==> src/rtl/booth_pkg.sv <==
// Shared definitions for the radix-2 Booth multiplier: default width,
// add/subtract encoding and the control FSM state names.
package booth_pkg;

  localparam int N_DEFAULT = 8;

  typedef enum logic {
    BOOTH_ADD = 1'b0,
    BOOTH_SUB = 1'b1
  } addsub_e;

  typedef enum logic [2:0] {
    T0 = 3'd0,
    T1 = 3'd1,
    T2 = 3'd2,
    T3 = 3'd3,
    T4 = 3'd4,
    T5 = 3'd5,
    T6 = 3'd6,
    T7 = 3'd7
  } booth_state_e;

  function automatic int cnt_width(input int n);
    return $clog2(n) + 1;
  endfunction

endpackage : booth_pkg

==> src/rtl/booth_datapath_if.sv <==
// Control strobes, operands and status/result signals between the Booth
// control FSM (master) and the datapath (slave).
interface booth_datapath_if #(
  parameter int N = booth_pkg::N_DEFAULT
);

  logic [N-1:0]   mcand;
  logic [N-1:0]   mplier;
  logic           LoadA;
  logic           LoadB;
  logic           rs;
  logic           cn;
  logic           LoadAdd;
  logic           AddSub;
  logic           Shift;
  logic           c1;
  logic           DONE;

  logic           Q1;
  logic           Q0;
  logic           Count;
  logic [2*N-1:0] product;
  logic           product_valid;

  modport master (
    output mcand, mplier, LoadA, LoadB, rs, cn, LoadAdd, AddSub, Shift, c1, DONE,
    input  Q1, Q0, Count, product, product_valid
  );

  modport slave (
    input  mcand, mplier, LoadA, LoadB, rs, cn, LoadAdd, AddSub, Shift, c1, DONE,
    output Q1, Q0, Count, product, product_valid
  );

endinterface : booth_datapath_if

==> src/rtl/booth_addsub.sv <==
// (N+1)-bit adder/subtractor: sum = a +/- sext(m), modulo 2^(N+1).
module booth_addsub
  import booth_pkg::*;
#(
  parameter int N = N_DEFAULT
) (
  input  logic [N:0]   a,
  input  logic [N-1:0] m,
  input  logic         add_sub,
  output logic [N:0]   sum
);

  logic         sub_op;
  logic [N:0]   m_ext;
  logic [N:0]   operand;

  assign sub_op  = (add_sub == BOOTH_SUB);
  assign m_ext   = {m[N-1], m};
  // Subtraction as a + ~m + 1, with the +1 entering as the carry-in term.
  assign operand = sub_op ? ~m_ext : m_ext;
  assign sum     = a + operand + {{N{1'b0}}, sub_op};

endmodule : booth_addsub

==> src/rtl/booth_datapath.sv <==
// Radix-2 Booth multiplier datapath: holds M, A (N+1 bits), Q, Q[-1] and the
// iteration counter, executes the FSM strobes and captures the 2N-bit product.
module booth_datapath
  import booth_pkg::*;
#(
  parameter int N  = N_DEFAULT,
  parameter int CW = $clog2(N) + 1
) (
  input  logic            clk,
  input  logic            rst,
  booth_datapath_if.slave bus
);

  localparam logic [CW-1:0] CNT_MAX  = '1;
  localparam logic [CW-1:0] CNT_LAST = CW'(N - 1);

  logic [N-1:0]   m_q, m_d;
  logic [N:0]     a_q, a_d;
  logic [N-1:0]   q_q, q_d;
  logic           qm1_q, qm1_d;
  logic [CW-1:0]  cnt_q, cnt_d;
  logic [2*N-1:0] product_q, product_d;
  logic           product_valid_q, product_valid_d;
  logic [N:0]     addsub_sum;

  booth_addsub #(.N(N)) u_addsub (
    .a       (a_q),
    .m       (m_q),
    .add_sub (bus.AddSub),
    .sum     (addsub_sum)
  );

  always_comb begin
    // NOTE: every signal gets its hold value first, so no path through the
    // block leaves it unassigned and no latch is inferred.
    m_d             = m_q;
    a_d             = a_q;
    q_d             = q_q;
    qm1_d           = qm1_q;
    cnt_d           = cnt_q;
    product_d       = product_q;
    product_valid_d = bus.DONE;

    if (bus.LoadB) m_d = bus.mcand;

    // A and Q[-1]: clear wins over add/sub, which wins over shift.
    if (bus.rs) begin
      a_d   = '0;
      qm1_d = 1'b0;
    end else if (bus.LoadAdd) begin
      a_d   = addsub_sum;
    end else if (bus.Shift) begin
      a_d   = {a_q[N], a_q[N:1]};
      qm1_d = q_q[0];
    end

    if (bus.LoadA)      q_d = bus.mplier;
    else if (bus.Shift) q_d = {a_q[0], q_q[N-1:1]};

    // Counter saturates rather than wrapping.
    if (bus.cn)                         cnt_d = '0;
    else if (bus.c1 && cnt_q != CNT_MAX) cnt_d = cnt_q + CW'(1);

    if (bus.DONE) product_d = {a_q[N-1:0], q_q};
  end

  // NOTE: state registers use non-blocking assignments so every flop samples
  // pre-edge values, regardless of statement order.
  always_ff @(posedge clk or negedge rst) begin
    if (!rst) begin
      m_q             <= '0;
      a_q             <= '0;
      q_q             <= '0;
      qm1_q           <= 1'b0;
      cnt_q           <= '0;
      product_q       <= '0;
      product_valid_q <= 1'b0;
    end else begin
      m_q             <= m_d;
      a_q             <= a_d;
      q_q             <= q_d;
      qm1_q           <= qm1_d;
      cnt_q           <= cnt_d;
      product_q       <= product_d;
      product_valid_q <= product_valid_d;
    end
  end

  assign bus.Q1            = q_q[0];
  assign bus.Q0            = qm1_q;
  assign bus.Count         = (cnt_q == CNT_LAST);
  assign bus.product       = product_q;
  assign bus.product_valid = product_valid_q;

endmodule : booth_datapath
==> src/flat_wrapper.sv <==
// flat-port wrapper written by rule: the top's interface ports become plain ports
module booth_datapath_flat import booth_pkg::*;
#(
  parameter int N  = N_DEFAULT,
  parameter int CW = $clog2(N) + 1
)
  (clk, rst, bus_mcand, bus_mplier, bus_LoadA, bus_LoadB, bus_rs, bus_cn, bus_LoadAdd, bus_AddSub, bus_Shift, bus_c1, bus_DONE, bus_Q1, bus_Q0, bus_Count, bus_product, bus_product_valid);
  booth_datapath_if #(.N(N)) bus_i ();
  input  logic clk;
  input  logic rst;
  input wire logic [$bits(bus_i.mcand)-1:0] bus_mcand;
  input wire logic [$bits(bus_i.mplier)-1:0] bus_mplier;
  input wire logic [$bits(bus_i.LoadA)-1:0] bus_LoadA;
  input wire logic [$bits(bus_i.LoadB)-1:0] bus_LoadB;
  input wire logic [$bits(bus_i.rs)-1:0] bus_rs;
  input wire logic [$bits(bus_i.cn)-1:0] bus_cn;
  input wire logic [$bits(bus_i.LoadAdd)-1:0] bus_LoadAdd;
  input wire logic [$bits(bus_i.AddSub)-1:0] bus_AddSub;
  input wire logic [$bits(bus_i.Shift)-1:0] bus_Shift;
  input wire logic [$bits(bus_i.c1)-1:0] bus_c1;
  input wire logic [$bits(bus_i.DONE)-1:0] bus_DONE;
  output wire logic [$bits(bus_i.Q1)-1:0] bus_Q1;
  output wire logic [$bits(bus_i.Q0)-1:0] bus_Q0;
  output wire logic [$bits(bus_i.Count)-1:0] bus_Count;
  output wire logic [$bits(bus_i.product)-1:0] bus_product;
  output wire logic [$bits(bus_i.product_valid)-1:0] bus_product_valid;
  assign bus_i.mcand = bus_mcand;
  assign bus_i.mplier = bus_mplier;
  assign bus_i.LoadA = bus_LoadA;
  assign bus_i.LoadB = bus_LoadB;
  assign bus_i.rs = bus_rs;
  assign bus_i.cn = bus_cn;
  assign bus_i.LoadAdd = bus_LoadAdd;
  assign bus_i.AddSub = bus_AddSub;
  assign bus_i.Shift = bus_Shift;
  assign bus_i.c1 = bus_c1;
  assign bus_i.DONE = bus_DONE;
  assign bus_Q1 = bus_i.Q1;
  assign bus_Q0 = bus_i.Q0;
  assign bus_Count = bus_i.Count;
  assign bus_product = bus_i.product;
  assign bus_product_valid = bus_i.product_valid;
  booth_datapath #(.N(N), .CW(CW)) u_core (.clk(clk), .rst(rst), .bus(bus_i));
endmodule
==> config.mk <==
export PLATFORM = sky130hd
export DESIGN_NAME = booth_datapath_flat
export DESIGN_NICKNAME = d
export VERILOG_FILES = /design/src/rtl/booth_pkg.sv /design/src/rtl/booth_datapath_if.sv /design/src/rtl/booth_addsub.sv /design/src/rtl/booth_datapath.sv /design/src/flat_wrapper.sv
export SDC_FILE = /design/constraint.sdc
export NUM_CORES = 1
export LEC_CHECK = 0
export ABC_AREA = 1
export CORE_MARGIN = 2
export CORE_UTILIZATION = 55
export CTS_CLUSTER_DIAMETER = 40
export CTS_CLUSTER_SIZE = 16
export DETAILED_ROUTE_END_ITERATION = 8
export GPL_ROUTABILITY_DRIVEN = 0
export PLACE_DENSITY = 0.85
export REMOVE_ABC_BUFFERS = 1
export SKIP_CTS_REPAIR_TIMING = 1
export SYNTH_ARGS = -nofsm -noshare
export SYNTH_HDL_FRONTEND = slang
export SYNTH_SLANG_ARGS = --single-unit
==> constraint.sdc <==
create_clock -name clk -period 3.55 [get_ports clk]
set_clock_uncertainty 0.05 [all_clocks]
set_input_delay 0.5325 -clock clk [delete_from_list [all_inputs] [get_ports clk]]
set_output_delay 0.5325 -clock clk [all_outputs]
set_load 0.01 [all_outputs]
## Yosys cells after proc, flatten, opt, wreduce, memory -nomap -nowiden

Cells that the tools add are included.

- Flip-flop bits (word level): 47
- Latch bits: 0
- Memory bits (writable): 0
- Bits in read-only memories: 0
- Memories kept: 0

- Add/sub/neg operators: 3
- $mul: 0
- Div/mod/pow operators: 0
- $lt $le $gt $ge: 0
- Equal/unequal tests: 3
- Shifts and indexed selects: 0
- Multiplexer cells: 11
- Bitwise logic cells: 1
- Reduce and logical (&&, ||, !) cells: 7

Operators by type and width:

| cell | count |
|---|---|
| $mux W9 | 3 |
| $mux W8 | 3 |
| $add A9 B1 Y9 | 1 |
| $add A9 B9 Y9 | 1 |
| $not A9 Y9 | 1 |
| $mux W4 | 2 |
| $reduce_bool A2 Y1 | 4 |
| $add A4 B1 Y4 const B | 1 |
| $eq A4 B3 Y1 const B | 1 |
| $ne A4 B4 Y1 const B | 1 |
| $mux W1 | 3 |
| $reduce_bool A3 Y1 | 1 |
| $ne A2 B2 Y1 const B | 1 |
| $reduce_and A2 Y1 | 1 |
| $logic_and A1 B1 Y1 | 1 |

## Depth between registers and ports, before layout

Gate-level depths: netlist of the first run.

- Word-level depth: 6
- Depth in mapped cells: 12
- Gate-level depth less buffers: 11

## By module

A second synthesis of the first run with hierarchy kept.

- Cells, all modules: 292
- Area, all modules: 2563.7 um^2

Modules (own cells, without submodules):

| module | times used | cells an instance | area an instance (um^2) | seq. area each (um^2) |
|---|---|---|---|---|
| booth_datapath | 1 | 203 | 2048.2 | 1176.1 |
| booth_addsub | 1 | 89 | 515.5 | 0.0 |

## Worst setup path after synthesis of the first run

OpenSTA, ideal clock, no wires.

- Kind: input -> register
- Start point: input port bus_AddSub
- End point: register u_core.a_q[4]
- Setup time: 126 ps
- Arrival time: 1765 ps
- Required time: 3374 ps
- Path slack: 1609 ps
- Stages: 11
- Buffers on the path: 1
- Path through: buf_6 > inv_1 > nand2_1 > and2_1 > fa_1 > nand3_1 > nand3_1 > o21ai_0 > nand2_1 > nand2_1 > o21ai_0

- Longest elaborated chain between the ends: 5

Ends and longest elaborated chain:

| item | line | text |
|---|---|---|
| start, declared | flat_wrapper.sv:18 | `input wire logic [$bits(bus_i.AddSub)-1:0] bus_AddSub;` |
| $mux W9 | booth_addsub.sv:20 | `assign operand = sub_op ? ~m_ext : m_ext;` |
| $add A9 B9 Y9 | booth_addsub.sv:21 | `assign sum = a + operand + {{N{1'b0}}, sub_op};` |
| $add A9 B1 Y9 * | booth_addsub.sv:21 |  |
| $mux W9 * | booth_datapath.sv:50 | `end else if (bus.LoadAdd) begin` |
| $mux W9 * | booth_datapath.sv:47 | `if (bus.rs) begin` |
| end signal, assigned | booth_datapath.sv:72 | `a_q <= '0;` |
| end signal, assigned | booth_datapath.sv:80 | `a_q <= a_d;` |
| end, declared | booth_datapath.sv:18 | `logic [N:0] a_q, a_d;` |

Mark *: on every way between the ends. The rest lies on a longest branch, timed or not. The select of a mux whose other input is x is not followed.
A chain may end at the register's enable or synchronous reset.

## Final worst setup path of the first run

- Start point: input port bus_AddSub
- End point: register u_core.a_q[5]

The elaborated chain is that of the path after synthesis.

==> out/qor.yml, run 1 <==
status: "finished clean"
drive_gt1_frac: 0.0912
worstSkewPairLatency_ns: 0.29
avgSynthCellArea_um2: 9.14
vias: 1935
required_ns: 3.73
power.switching_mw: 0.452
drv_slew: 0
p_clk_frac: 0.221
p_leak_nw: 1.40
drc: 0
vias_per_cell: 5.42
synth_top_area_frac: 0.497
min_period_over_period: 0.680
swShare: 0.323
ys_warn_count: 0
yosys_register_bits: 47
layout_common_cells: "nand2_1 (51), dfrtp_1 (47), clkdlybuf4s50_1 (45)"
initialDrtViolationCount: 129
max_freq_ghz: 0.414
final_core_util: 0.720
core-area_um2: 4090
h-tree-depth: 2
dp_hpwl_um: 3660
internal-power_mw: 0.945
finalSetupViolations: 0
die_y_um: 69.6
initial_core_util: 0.580
yosysSeqAreaShare: 0.497
power_density_nw_per_um2: 475
die_area_um2: 4850
clkSlewWorstSetupHoldPaths_ns: 0.08
cap_violations: 0
portBuffers: 46
clock_sinks: 47
hold_viol: 0
rows: 23
cp-start-kind: "input port"
path_class: "input port to flip-flop"
ys.flop_type: "dfrtp_1"
grt_max_degree: 48
synth_area_leader_cell: "dfrtp_1"
grt_overflow: 0
antenna_cells: 0
holdCritPathClass: "input port to asynchronous set/reset pin"
syn_to_final_growth_pct: 24.1
syn_inst: 259
synth_edf_count: 0
grt_pass1_vias: 1907
drtPass1Iterations: 4
mostFrequentLayoutCell: "nand2_1"
ios: 47
die_w_um: 69.6
nNetsFinal: 343
wl_per_cell_um: 13.6
reg2reg_depth: 10
drtAntennaViolNets: 0
ir_worst_vdd_mv: 0.247
clockBufferDepth: 2
grt_pass1_wl_um: 8590
async_reset_ff_frac: 1.00
finalCriticalPeriod_ns: 2.41
ys_top_cells_by_area: "dfrtp_1 (50%), nand2_1 (8.1%), mux2_2 (6.7%)"
setup_tns_ns: 0
cp.arrival_ns: 2.59
antenna_found_initial: 0
cts_tree: "yes"
crit_fanout: 8
ys_types: 30
wirelength_um: 4870
power_frac_seq: 0.474
grt_usage: 0.217
critPathCaptureType: "flip-flop"
nFillCells: 318
syn_area_um2: 2370
rsz0062_at_grt: "no"
comb_power_share: 0.305
clockRootBuffer: "clkbuf_8"
worst_pin_slew_ns: 0.999
cts_buffers: 5
relSlewSlack: 0.334
-- path summary, 6_finish.rpt --
path,from,to,slack (ns)
setup / recovery,bus_AddSub,u_core.a_q[5],1.14
setup reg to reg,u_core.a_q[0],u_core.a_q[4],1.62
hold / removal,rst,u_core.m_q[7],0.35
min in group clk,u_core.a_q[0],u_core.a_q[0],0.46
max in group asynchronous,rst,u_core.a_q[4],2.48
hold reg to reg,u_core.a_q[0],u_core.a_q[0],0.46
-- per-stage QoR --
step | area, um2 | worst slack [ns] | instances | hold WS [ns] | power [mW]
after floorplan | 2330 | 1.75 | 253 | 0.187 | 0.912
after global placement | 2860 | 0.952 | 350 | 0.436 | 1.07
after detailed placement | 2860 | 0.842 | 350 | 0.451 | 1.09
after CTS | 2940 | 1.14 | 357 | 0.396 | 1.40
after global routing | 2940 | 0.977 | 357 | 0.447 | 1.49
final | 2940 | 1.14 | 357 | 0.347 | 1.40
-- cells in the mapped netlist (all sizes together), types with 4 or more instances --
master   n
nand2   52
dfrtp   47
inv     31
nor2    26
a21oi   19
o21ai   16
mux2    14
nand3   12
ha       8
xor2     7
buf      6
o221ai   4
-- worst max-delay path, cell delays in order --
cell and delay (ns):
clkdlybuf4s50_1 0.73, xor2_1 0.31, ha_1 0.30, nand2_1 0.08, inv_1 0.04, nand3_1 0.10
nand2_2 0.09, nand2_1 0.09, nand2_1 0.05, nand2_1 0.05, nand3_1 0.08, a21oi_1 0.14
-- power groups by stage --
stage          combinational (mW)  sequential (mW)  clock (mW)
2_1_floorplan               0.240            0.672           0
3_3_place_gp                0.405            0.667           0
3_5_place_dp                0.422            0.672           0
4_1_cts                     0.427            0.662       0.312
5_1_grt                     0.480            0.674       0.339
6_report                    0.426            0.662       0.309
-- sequential cells by signal, summed over array words and instances (netlist names) --
signal,cells
u_core.bus.product,16
u_core.m_q,8
u_core.bus.product_valid,1
u_core.a_q,9
u_core.cnt_q,4
u_core.q_q,8
u_core.bus.Q0,1
-- routing by layer --
metal  GRT usage  up-vias  share of wire
li1            -      950              -
met1       0.294      924           0.44
met2       0.366       57           0.50
met3      0.0378        4          0.049
met4      0.0491        0         0.0072
met5           0        -              0
-- cell families (layout without fill, tap and decap cells) --
family                   after synthesis  count (layout)  synth area share
AO/OA/AOI/OAI                         49              49             0.120
buffers and inverters                 37              85            0.0644
XOR/XNOR                               8               8            0.0328
multiplexers                          14              14            0.0666
adder cells (fa/ha/maj)                9               9            0.0507
flip-flops                            47              47             0.497
AND/OR/NAND/NOR                       95              95             0.169
-- cell type report --
cell class	instances	area, um2	share of cell area
Clock inverter	2	13.8	0.00468
Multi-Input combinational cell	175	1040	0.354
Timing Repair Buffer	47	463	0.157
Tap cell	50	62.6	0.0213
Clock buffer	5	68.8	0.0234
Sequential cell	47	1180	0.400
Inverter	31	116	0.0396
No activity file was read; power rests on OpenSTA's default activity.
==> run 2, diff against run 1 <==
--- a/config.mk
+++ b/config.mk
@@ -7,12 +7,12 @@
 export LEC_CHECK = 0
 export ABC_AREA = 1
 export CORE_MARGIN = 2
-export CORE_UTILIZATION = 55
+export CORE_UTILIZATION = 51
 export CTS_CLUSTER_DIAMETER = 40
 export CTS_CLUSTER_SIZE = 16
 export DETAILED_ROUTE_END_ITERATION = 8
 export GPL_ROUTABILITY_DRIVEN = 0
-export PLACE_DENSITY = 0.85
+export PLACE_DENSITY = 0.8
 export REMOVE_ABC_BUFFERS = 1
 export SKIP_CTS_REPAIR_TIMING = 1
 export SYNTH_ARGS = -nofsm -noshare
==> constraint.sdc (replaced) <==
create_clock -name clk -period 2.3 [get_ports clk]
set_clock_uncertainty 0.05 [all_clocks]
set_input_delay 0.345 -clock clk [delete_from_list [all_inputs] [get_ports clk]]
set_output_delay 0.345 -clock clk [all_outputs]
set_load 0.01 [all_outputs]
==> run 2 against run 1 <==
  * Largest cell class unchanged
  * Core utilization fell by 4.1 points
  * Combinational power increased by 55%
  * Global-route usage down 1.5 points
  * Hold slack lost 0.28 ns
==> out/qor.yml, run 2 (synthesized netlist as in run 1, its figures left out) <==
cts_tree: "yes"
drive_gt1_frac: 0.106  # +0.0146
nNetsFinal: 347  # +1.2%
antenna_cells: 0  # unchanged
clkSlewWorstSetupHoldPaths_ns: 0.09  # about the same
relSlewSlack: 0.620  # +0.285
cpMaxStageDelayCell: "clkdlybuf4s50_1"
max_freq_ghz: 0.493
core-area_um2: 4410  # +8.0%
drc: 0  # unchanged
die_y_um: 72.2  # +3.6%
grtUsageMet3: 0.0333  # -0.00446
power_frac_seq: 0.458  # -0.016
clockBufferDepth: 2  # unchanged
clockRootBuffer: "clkbuf_8"
critPathCaptureType: "flip-flop"
mostFrequentLayoutCell: "nand2_1"
ios: 47  # unchanged
hold_viol: 0  # unchanged
path_common_cell: "nand2_1"
internal-power_mw: 1.53  # +62%
path_class: "input port to flip-flop"
rows: 24  # +4.3%
p_leak_nw: 1.42  # +1.8%
dp_hpwl_um: 3640  # -0.51%
power.switching_mw: 0.700  # +55%
cap_violations: 0  # unchanged
grtUsageMet2: 0.340  # -0.0260
required_ns: 2.44  # -1.29 ns
wirelength_um: 4860  # -0.23%
comb_power_share: 0.296  # -0.009
grt_pass1_wl_um: 8300  # -3.4%
syn_to_final_growth_pct: 26.4
worst_pin_slew_ns: 0.571  # -0.428 ns
clock_sinks: 47  # unchanged
use_met1: 0.267  # -0.0267
grt_usage: 0.202  # -0.0148
min_period_over_period: 0.882
gr-max-usage-layer: "met2"
drtPass1Iterations: 4  # unchanged
h-tree-depth: 2  # unchanged
drv_slew: 0  # unchanged
ir_worst_vdd_mv: 0.388  # +57%
antenna_found_initial: 0  # unchanged
cts_buffers: 5  # unchanged
rsz0062_at_grt: "no"
initial_core_util: 0.537  # -0.0430
holdCritPathClass: "input port to asynchronous set/reset pin"
path_buf_inv: 3  # +1
crit_fanout: 6  # -2
drtAntennaViolNets: 0  # unchanged
path_cells: "clkdlybuf4s50_1, buf_4, xor2_1, ha_1, nand2_1, inv_1, nand4_1, nand3_1, nand2_1, nand3_1, nand2_1, nand2_1, nand2_1"
portBuffers: 46  # unchanged
status: "finished clean"
worstSkewPairLatency_ns: 0.29  # about the same
grt_max_degree: 48  # unchanged
setup_tns_ns: 0  # unchanged
largest_reg_flops: 16  # unchanged
slowest_delay_ns: 0.42  # -0.31 ns
power_density_nw_per_um2: 744  # +57%
initialDrtViolationCount: 130  # +0.78%
cp-start-kind: "input port"
grt_pass1_vias: 1838  # -3.6%
grt_overflow: 0  # unchanged
vias: 1912  # -1.2%
finalSetupViolations: 0  # unchanged
wl_per_cell_um: 13.3  # -2.1%
vias_per_cell: 5.25  # -3.1%
die_area_um2: 5210  # +7.4%
finalCriticalPeriod_ns: 2.03
cp.arrival_ns: 2.17  # -0.42 ns
swShare: 0.314  # -0.00939
p_clk_frac: 0.246  # +0.025
final_core_util: 0.678  # -0.0412
path_delay_family: "buffers and inverters"
layout_common_cells: "nand2_1 (51), dfrtp_1 (47), clkdlybuf4s50_1 (45)"
die_w_um: 72.2  # +3.6%
## run 2: per-stage QoR
stage / cells / setup WS, ns / hold slack [ns] / total power [mW] / cell area [um2]
finish: 364 / 0.273 / 0.0672 / 2.23 / 2990
global placement: 356 / 0.0340 / 0.415 / 1.66 / 2890
global route: 364 / 0.0871 / 0.113 / 2.37 / 2990
CTS: 364 / 0.266 / 0.0949 / 2.24 / 2990
detailed placement: 356 / -0.0305 / 0.418 / 1.69 / 2890
floorplan: 253 / 0.591 / -0.000591 / 1.41 / 2330
## run 2: final timing paths
check,from,endpoint,slack [ns],cells past startpoint
setup / recovery,bus_AddSub,u_core.a_q[6],0.27,13
setup reg to reg,u_core.a_q[0],u_core.a_q[4],0.40,11
max in group asynchronous,rst,u_core.a_q[8],1.75,2
hold reg to reg,u_core.bus.product[13],u_core.bus.product[13],0.46,1
min in group clk,u_core.bus.product[13],u_core.bus.product[13],0.46,1
hold / removal,rst,u_core.bus.product[6],0.07,2
## run 2: layer usage
metal / vias up / share of wire
li1: 959 / -
met4: 0 / 0.0078
met2: 50 / 0.49
met1: 899 / 0.45
met3: 4 / 0.050
met5: - / 0
## run 2: power by group through the flow
stage | registers (mW) | clock network [mW] | logic, mW
final | 1.02 | 0.548 | 0.660
after global routing | 1.04 | 0.591 | 0.745
after CTS | 1.02 | 0.556 | 0.660
after detailed placement | 1.04 | 0 | 0.655
after global placement | 1.03 | 0 | 0.633
after floorplan | 1.04 | 0 | 0.370
## run 2: area by class of cell
| class | instances | area, um2 |
|---|---|---|
| Fill cell | 375 | 1420 |
| Multi-Input combinational cell | 175 | 1040 |
| Clock inverter | 1 | 7.51 |
| Clock buffer | 7 | 96.3 |
| Inverter | 31 | 116 |
| Sequential cell | 47 | 1180 |
| Tap cell | 52 | 65.1 |
| Timing Repair Buffer | 51 | 493 |
==> edit (config.mk and constraints of run 2) <==
`N_DEFAULT`: 8 -> 16.
--- a/src/rtl/booth_pkg.sv
+++ b/src/rtl/booth_pkg.sv
@@ -2,7 +2,7 @@
 // add/subtract encoding and the control FSM state names.
 package booth_pkg;
 
-  localparam int N_DEFAULT = 8;
+  localparam int N_DEFAULT = 16;
 
   typedef enum logic {
     BOOTH_ADD = 1'b0,
Ports: changed (resized bus_mcand, bus_mplier and bus_product); port bits go from 47 to 79. The function was not compared with the original's and may differ.
==> edit against run 2 <==
  * Via count is 100% higher
  * Total power rose by 110%
  * Routed wire length up 130%
  * Sequential cell count is 41 higher
  * Cell count is 100% higher
  * Global-route usage rose by 2.0 points
  * Utilization rose by 0.74 points
  * Clock power is 110% higher
  * Area after synthesis up 97%
  * Design area is 100% higher
  * Worst setup slack got worse by 0.084 ns
  * Hold slack improved by 0.32 ns
  * Largest cell class unchanged
  * Largest power group unchanged
==> edit: results (changes against run 2) <==
Post-synth top cells dfrtp_1, nand2_1, inv_1 (was nand2_1, dfrtp_1, inv_1); fin cells 741 (was 364); H-tree levels 3 (was 2); proportion of layout cells with a drive suffix above 1 18.3% (was 10.6%); GRT Overall Usage 22.2% (was 20.2%); CTS Buf Count 9 (was 5); Peak VDD IR 389 uV (was 388 uV); placed instance count 720 (was 356); slowest CP cell dfrtp_1 (was clkdlybuf4s50_1); Worst Setup SP u_core.m_q[0] (was bus_AddSub); Setup WS pre-CTS -0.335 ns (was -0.0305 ns); ranking of synthesized cells by area dfrtp_1, nand2_1, mux2_2 (unchanged); largest stage delay on the critical path 0.44 ns (was 0.42 ns); CP Max Fanout 3 (was 6); vias in the first global route 3909 (was 1838); R2R depth 14 (was 11); status completed (unchanged); DRT iter0 DRCs 203 (was 130); final HPWL from detailed placement 8050 um (was 3640 um); synth unique cells 35 (was 30); Synth Instances 522 (was 259); Tightest Pin Transition 0.629 ns (was 0.571 ns); worst skew pair latency 0.35 ns (was 0.29 ns); filler instances 686 (was 375); CP endpoint u_core.a_q[8] (was u_core.a_q[6]); worst hold-check path type in -> reg (was in -> async); max FFs per register 32 (was 16); Worst R2R Setup Slack 0.19 ns (was 0.40 ns); vias per cell 5.26 (was 5.25); total leakage power 0.00291 uW (was 0.00142 uW); crit-path leading delay family simple AND/OR/NAND/NOR gates (was buffers and inverters); Nets 690 (was 347)
==> edit: changes by cell type after synthesis, moves of 21 or more <==
cell,run 2,this run
dfrtp_1,47,88
nand2_1,51,88
inv_1,30,62
a21oi_1,19,45
nor2_1,24,50
o21ai_0,15,36
==> edit: where the power goes <==
group	switching (uW)	leakage (uW)	total, uW	internal [uW]
clock network	589	0.000105	1140	547
registers	164	0.00108	1920	1760
logic	857	0.00173	1660	801
total	1610	0.00291	4720	3110
==> edit: cell families (layout without fill, tap and decap cells) <==
kind of cell,count (synthesis),after routing,share of synthesized area (%)
flops,88,88,47.2
simple gates,183,183,17.4
mux,28,28,6.76
fa+ha+maj,19,19,5.26
xor+xnor,17,17,3.19
buf+inv,81,192,7.27
compound gates,106,106,12.9
==> edit: final cells by class <==
cell class,count,area [um2],area share [%]
Sequential cell,88,2200,36.5
Clock buffer,10,138,2.28
Multi-Input combinational cell,353,2190,36.2
Tap cell,108,135,2.24
Inverter,64,240,3.98
Timing Repair Buffer,112,1060,17.6
Clock inverter,6,75.1,1.24
==> edit: through the flow <==
step / power, uW / instance area, um2 / utilization [%] / TNS, ns
2_1_floorplan: 2810 / 4560 / - / 0
3_3_place_gp: 3480 / 5710 / 64.9 / -2.60
3_5_place_dp: 3530 / 5710 / 64.9 / -3.78
4_1_cts: 4680 / 5930 / 67.3 / 0
5_1_grt: 5010 / 6040 / 68.6 / 0
6_report: 4720 / 6040 / 68.6 / 0
==> edit: routing by layer <==
metal / GRT usage [%] / up-vias / wire length, um
met5: 0 / - / 0
met4: 7.59 / 0 / 227
met3: 2.67 / 23 / 398
met2: 37.7 / 101 / 5430
met1: 29.5 / 1839 / 4890
li1: - / 1934 / -
